**config.mk**
```make
export PLATFORM = sky130hd
export DESIGN_NAME = bf16_sub_pipe
export DESIGN_NICKNAME = d
export VERILOG_FILES = /design/src/rtl/bf16_sub_pipe.sv
export SDC_FILE = /design/constraint.sdc
export NUM_CORES = 1
export LEC_CHECK = 0
export CORE_ASPECT_RATIO = 1.5
export CORE_MARGIN = 5
export CORE_UTILIZATION = 60
export CTS_CLUSTER_SIZE = 14
export DETAILED_ROUTE_END_ITERATION = 7
export HOLD_SLACK_MARGIN = 0.1
export PLACE_DENSITY = 0.82
export SLEW_MARGIN = 0
export SYNTH_ARGS = -nofsm -noshare
export SYNTH_HDL_FRONTEND = slang
export SYNTH_SLANG_ARGS = --single-unit
```
**constraint.sdc**
```tcl
create_clock -name clk -period 13.31 [get_ports clk]
set_clock_uncertainty 0.15 [all_clocks]
set_input_delay 2.662 -clock clk [delete_from_list [all_inputs] [get_ports clk]]
set_output_delay 2.662 -clock clk [all_outputs]
set_load 0.01 [all_outputs]
```
**src/rtl/bf16_sub_pipe.sv**
```systemverilog
// Three-stage pipelined bfloat16 subtractor c = a - b with valid/ready handshake and a pass-through tag.
// Rounds toward zero; subnormal operands and results are flushed to zero.
module bf16_sub_pipe #(
  parameter int E     = 8,
  parameter int M     = 7,
  parameter int TAG_W = 4
) (
  input  logic             clk,
  input  logic             rst,
  input  logic             valid_i,
  output logic             ready_o,
  input  logic [TAG_W-1:0] tag_i,
  input  logic             sa_i,
  input  logic [E-1:0]     ea_i,
  input  logic [M-1:0]     ma_i,
  input  logic             sb_i,
  input  logic [E-1:0]     eb_i,
  input  logic [M-1:0]     mb_i,
  output logic             valid_o,
  input  logic             ready_i,
  output logic [TAG_W-1:0] tag_o,
  output logic             s_o,
  output logic [E-1:0]     e_o,
  output logic [M-1:0]     m_o
);
  localparam int SW  = M + 4;  // hidden | mantissa | guard | round | sticky
  localparam int SHW = $clog2(SW + 2);
  localparam int PW  = 1 + E + M;
  localparam logic [E-1:0]  EMAX = '1;
  localparam logic [E-1:0]  EFIN = {{(E-1){1'b1}}, 1'b0};
  localparam logic [PW-1:0] QNAN = {1'b0, {E{1'b1}}, 1'b1, {(M-1){1'b0}}};

  logic en;
  assign en      = ~valid_o | ready_i;
  assign ready_o = en;

  logic           sb_eff, a_zero, b_zero, a_inf, b_inf, swap;
  logic           sx_c, sy_c;
  logic [E-1:0]   ex_c, ey_c, ediff_c;
  logic [M-1:0]   mx_c, my_c;
  logic [SHW-1:0] shamt_c;
  logic [SW-1:0]  sig_y_c, shifted_c, lost_mask_c, ay_c;
  logic           spec_c;
  logic [PW-1:0]  spec_val_c;

  always_comb begin
    sb_eff  = ~sb_i;
    a_zero  = (ea_i == '0);
    b_zero  = (eb_i == '0);
    a_inf   = (ea_i == EMAX);
    b_inf   = (eb_i == EMAX);
    swap    = (eb_i > ea_i) || ((eb_i == ea_i) && (mb_i > ma_i));
    sx_c    = swap ? sb_eff : sa_i;
    sy_c    = swap ? sa_i : sb_eff;
    ex_c    = swap ? eb_i : ea_i;
    ey_c    = swap ? ea_i : eb_i;
    mx_c    = swap ? mb_i : ma_i;
    my_c    = swap ? ma_i : mb_i;
    ediff_c = ex_c - ey_c;
    // Any shift past the field collapses to "everything is sticky".
    shamt_c     = (ediff_c > E'(SW)) ? SHW'(SW + 1) : ediff_c[SHW-1:0];
    sig_y_c     = {1'b1, my_c, 3'b000};
    shifted_c   = sig_y_c >> shamt_c;
    lost_mask_c = ~({SW{1'b1}} << shamt_c);
    ay_c        = {shifted_c[SW-1:1], shifted_c[0] | (|(sig_y_c & lost_mask_c))};

    spec_c     = 1'b1;
    spec_val_c = '0;
    if (a_inf && b_inf)
      spec_val_c = (sa_i == sb_i) ? QNAN : {sa_i, EMAX, {M{1'b0}}};
    else if (a_inf)
      spec_val_c = {sa_i, EMAX, {M{1'b0}}};
    else if (b_inf)
      spec_val_c = {sb_eff, EMAX, {M{1'b0}}};
    else if (a_zero && b_zero)
      spec_val_c = {sa_i & sb_eff, {(E+M){1'b0}}};
    else if (b_zero)
      spec_val_c = {sa_i, ea_i, ma_i};
    else if (a_zero)
      spec_val_c = {sb_eff, eb_i, mb_i};
    else
      spec_c = 1'b0;
  end

  logic             v1_reg, spec1_reg, sx1_reg, sy1_reg;
  logic [TAG_W-1:0] tag1_reg;
  logic [PW-1:0]    spec_val1_reg;
  logic [E-1:0]     ex1_reg;
  logic [M-1:0]     mx1_reg;
  logic [SW-1:0]    ay1_reg;

  logic [SW-1:0] sig_x_c;
  logic [SW:0]   sum_c;

  always_comb begin
    sig_x_c = {1'b1, mx1_reg, 3'b000};
    sum_c   = (sx1_reg ^ sy1_reg) ? ({1'b0, sig_x_c} - {1'b0, ay1_reg})
                                  : ({1'b0, sig_x_c} + {1'b0, ay1_reg});
  end

  logic             v2_reg, spec2_reg, s2_reg;
  logic [TAG_W-1:0] tag2_reg;
  logic [PW-1:0]    spec_val2_reg;
  logic [E-1:0]     e2_reg;
  logic [SW:0]      sum2_reg;

  logic          found_c;
  int            lz_c, exp_c;
  logic [SW-1:0] norm_c;
  logic [M-1:0]  m_c;
  logic [PW-1:0] res_c;

  always_comb begin
    found_c = 1'b0;
    lz_c    = 0;
    for (int i = SW - 1; i >= 0; i--) begin
      if (!found_c) begin
        if (sum2_reg[i]) found_c = 1'b1;
        else lz_c = lz_c + 1;
      end
    end
    norm_c = sum2_reg[SW-1:0] << lz_c;
    // Guard/round/sticky are simply dropped: truncation is round-toward-zero.
    if (sum2_reg[SW]) begin
      exp_c = int'(e2_reg) + 1;
      m_c   = M'(sum2_reg >> (SW - M));
    end else begin
      exp_c = int'(e2_reg) - lz_c;
      m_c   = M'(norm_c >> (SW - 1 - M));
    end
    if (spec2_reg)                  res_c = spec_val2_reg;
    else if (sum2_reg == '0)        res_c = '0;
    else if (exp_c <= 0)            res_c = {s2_reg, {(E+M){1'b0}}};
    else if (exp_c >= int'(EMAX))   res_c = {s2_reg, EFIN, {M{1'b1}}};
    else                            res_c = {s2_reg, E'(exp_c), m_c};
  end

  always_ff @(posedge clk) begin
    if (rst) begin
      v1_reg  <= 1'b0;
      v2_reg  <= 1'b0;
      valid_o <= 1'b0;
      tag_o   <= '0;
      s_o     <= 1'b0;
      e_o     <= '0;
      m_o     <= '0;
    end else if (en) begin
      v1_reg        <= valid_i;
      tag1_reg      <= tag_i;
      spec1_reg     <= spec_c;
      spec_val1_reg <= spec_val_c;
      sx1_reg       <= sx_c;
      sy1_reg       <= sy_c;
      ex1_reg       <= ex_c;
      mx1_reg       <= mx_c;
      ay1_reg       <= ay_c;

      v2_reg        <= v1_reg;
      tag2_reg      <= tag1_reg;
      spec2_reg     <= spec1_reg;
      spec_val2_reg <= spec_val1_reg;
      s2_reg        <= sx1_reg;
      e2_reg        <= ex1_reg;
      sum2_reg      <= sum_c;

      valid_o       <= v2_reg;
      tag_o         <= tag2_reg;
      {s_o, e_o, m_o} <= res_c;
    end
  end
endmodule

```
==> impl_results.md <==
* DR pass1 iterations at 5
* Hpwl dp at approximately 14000 um
* Layout cell share with drive strength beyond 1 at between 8 and 9%
* Hold Violations, Final at 0
* Worst slew pin tran at between 1 and 1.5 ns
* DR WL/cell at approximately 17 um
* Sequential area share after synthesis at between 30% and 40%
* Pin count of the biggest net entering global routing at slightly below 90
* Cts bufs inserted at 17
* Die W at about 100 um
* Unrepaired setup endpoints after global routing: false
* Arrival @ worst endpoint at 10.49 ns
* Vias at roughly 6.8k
* Via/cell ratio at about 6.2
* Area Overhead vs Synth at 16.4%
* Setup violators final at 0
* CP required at 13.45 ns
* Top FF cell, synth: edfxtp_1
* Die area at 0.0160 mm2
* Number of synthesized register bits at 114
* Pins Over Slew Limit at 0
* Vias in the first global route at ~6.7k
* Pwr Total at between 1000 and 1500 uW
* Post-CTS sizing at 0
* Critical path type: reg -> reg
* Commonest non-fill, non-tap cell in the layout: edfxtp_1
* Cell area after synthesis at 0.00812 mm2
* Total wire length at 18800 um
* Slowest stage delay, CP at roughly 0.67 ns
* Slowest cell on crit path: xor2_1
* Critical path launch point type: flop
* Crit path max fanout at 17
* Clock slew at reported path FFs at 0.06 ns
* Initial antenna violation count at 0
* Tcrit/Tclk final at around 78%
* YS warnings at 0
* Post-route ant nets at 0
* NumNets Final at 1010
* Hold Path Class: reg -> reg
* Pwr Density at about 130 mW/mm2
* Synth async-reset ratio at 0%
* Fill count at just over 1k
* Unique masters post-synth at between 90 and 100
* Clk root buf: clkbuf_16
* Global route overflow at 0
* Diodes inserted at 0
* Deepest clock path buffer count at 2
* Core Util, Final at a little over two thirds
* First-pass GRT wire length at ~31000 um
* Gp weighted congestion at 0.997
* Placed instance area at 0.00883 mm2
* Slew headroom at 19.8%
* Cts hold-fix bufs at 0
* Setup Buffers After CTS at 0
* Family with the most delay on the worst path: compound AO/OA/AOI/OAI gates
* Peak VDD IR at slightly below 90 uV
* H-tree depth at 4
* Max frequency at 96.6 MHz
* Iter 0 DRT Violations at between 300 and 400
* Cells after Synth at roughly 860
* Max-Cap Viols at 0
* Synthesized area per cell at between 9 and 10 um2
* Initial Util at between 60 and 70%
* Worst path most repeated cell: ha_1
* Final instance area at 0.00945 mm2
* Core Area at between 0.01 and 0.015 mm2
* Most frequent cells in the layout: edfxtp_1 (91), nor2_1 (85), nand2_1 (77)
* Worst-Skew Late Latency at ~0.4 ns
* Die height at 152 um
* Top Ports at just over 60
* # port buffers at between 60 and 70
* GRT Total Usage at between 20% and 30%
* Setup TNS at 0 ns
* Kind of end point of the critical path: flop
* Clk sinks at around 110
* Fin crit period at about 10 ns
* Crit path buf inv count at 3
* Leakage Power at around 0.0038 uW
* Status: completed
* CTS tree: built
* DRC viols at 0
* # rows at 52
* EDFF count, synth at just over 90
==> power breakdown <==
part | total (uW) | internal (uW) | switching, uW
clock | 474 | 300 | 174
combinational | 332 | 142 | 190
sequential | 452 | 423 | 29.2
==> layer usage <==
layer / vias up / GRT usage, % / wire length, um
met5: - / 0 / 0
met4: 0 / 11.6 / 709
li1: 3337 / - / -
met1: 3174 / 26.7 / 7460
met3: 52 / 4.03 / 874
met2: 233 / 42.0 / 9740
==> metrics by stage <==
step	setup WS [ns]	hold WS [ns]	std cells
3_3_place_gp	3.26	0.254	1061
5_1_grt	1.92	0.269	1093
2_1_floorplan	4.12	0.250	866
6_report	2.96	0.265	1093
4_1_cts	2.97	0.261	1093
3_5_place_dp	2.97	0.255	1061
==> final timing paths <==
kind,start,endpoint,slack (ns),cells after the start
worst max-delay path,sum2_reg[8]$_DFFE_PP_,e_o[0]$_SDFFE_PP0N_,2.96,45
worst min-delay path,spec_val1_reg[2]$_SDFFCE_PP0P_,spec_val2_reg[2]$_DFFE_PP_,0.27,0
worst max register to register,sum2_reg[8]$_DFFE_PP_,e_o[0]$_SDFFE_PP0N_,2.96,45
worst min register to register,spec_val1_reg[2]$_SDFFCE_PP0P_,spec_val2_reg[2]$_DFFE_PP_,0.27,0
==> cell type report <==
class,instances,area [um2],area share (%)
Multi-Input combinational cell,658,4560,48.3
Inverter,62,233,2.46
Tap cell,162,203,2.14
Clock inverter,15,196,2.08
Timing Repair Buffer,65,641,6.78
Sequential cell,114,3190,33.8
Clock buffer,17,425,4.50
==> Yosys cell counts (14+ instances only) <==
master	n	share of area (%)
edfxtp_1	91	34
nor2_1	86	4.0
nand2_1	77	3.6
inv_1	60	2.8
ha_1	50	7.7
a21oi_1	43	2.7
o21ai_0	37	2.3
mux2i_1	31	3.8
xnor2_1	24	2.6
dfxtp_1	23	5.7
clkbuf_1	21	0.97
nand3_1	20	1.2
a211oi_1	17	1.6
nor3_1	15	0.92
a21o_1	14	1.3
mux2_2	14	1.9
nor2b_1	14	1.1
==> kinds of logic (layout without fill, tap and decap cells) <==
logic type / Yosys count / count (layout) / share of synthesized area, %
xor gates and xnor gates: 30 / 30 / 3.41
buffers and inverters: 94 / 159 / 4.68
adders and majority gates: 52 / 52 / 8.20
DFF: 114 / 114 / 39.3
other: 1 / 3 / 0.0462
and+or+nand+nor: 298 / 298 / 18.6
muxes: 47 / 47 / 6.23
AOI/OAI and AO/OA: 228 / 228 / 19.5
==> worst register-to-register path, delay by kind of cell (launching register included) <==
kind,cells,cell delay [ns]
and+or+nand+nor,11,1.26
xor gates and xnor gates,2,0.82
AOI/OAI and AO/OA,14,2.97
buffers and inverters,3,0.60
muxes,5,0.98
DFF,1,0.51
adders and majority gates,10,2.95
Power figures use the tool's default switching activity.
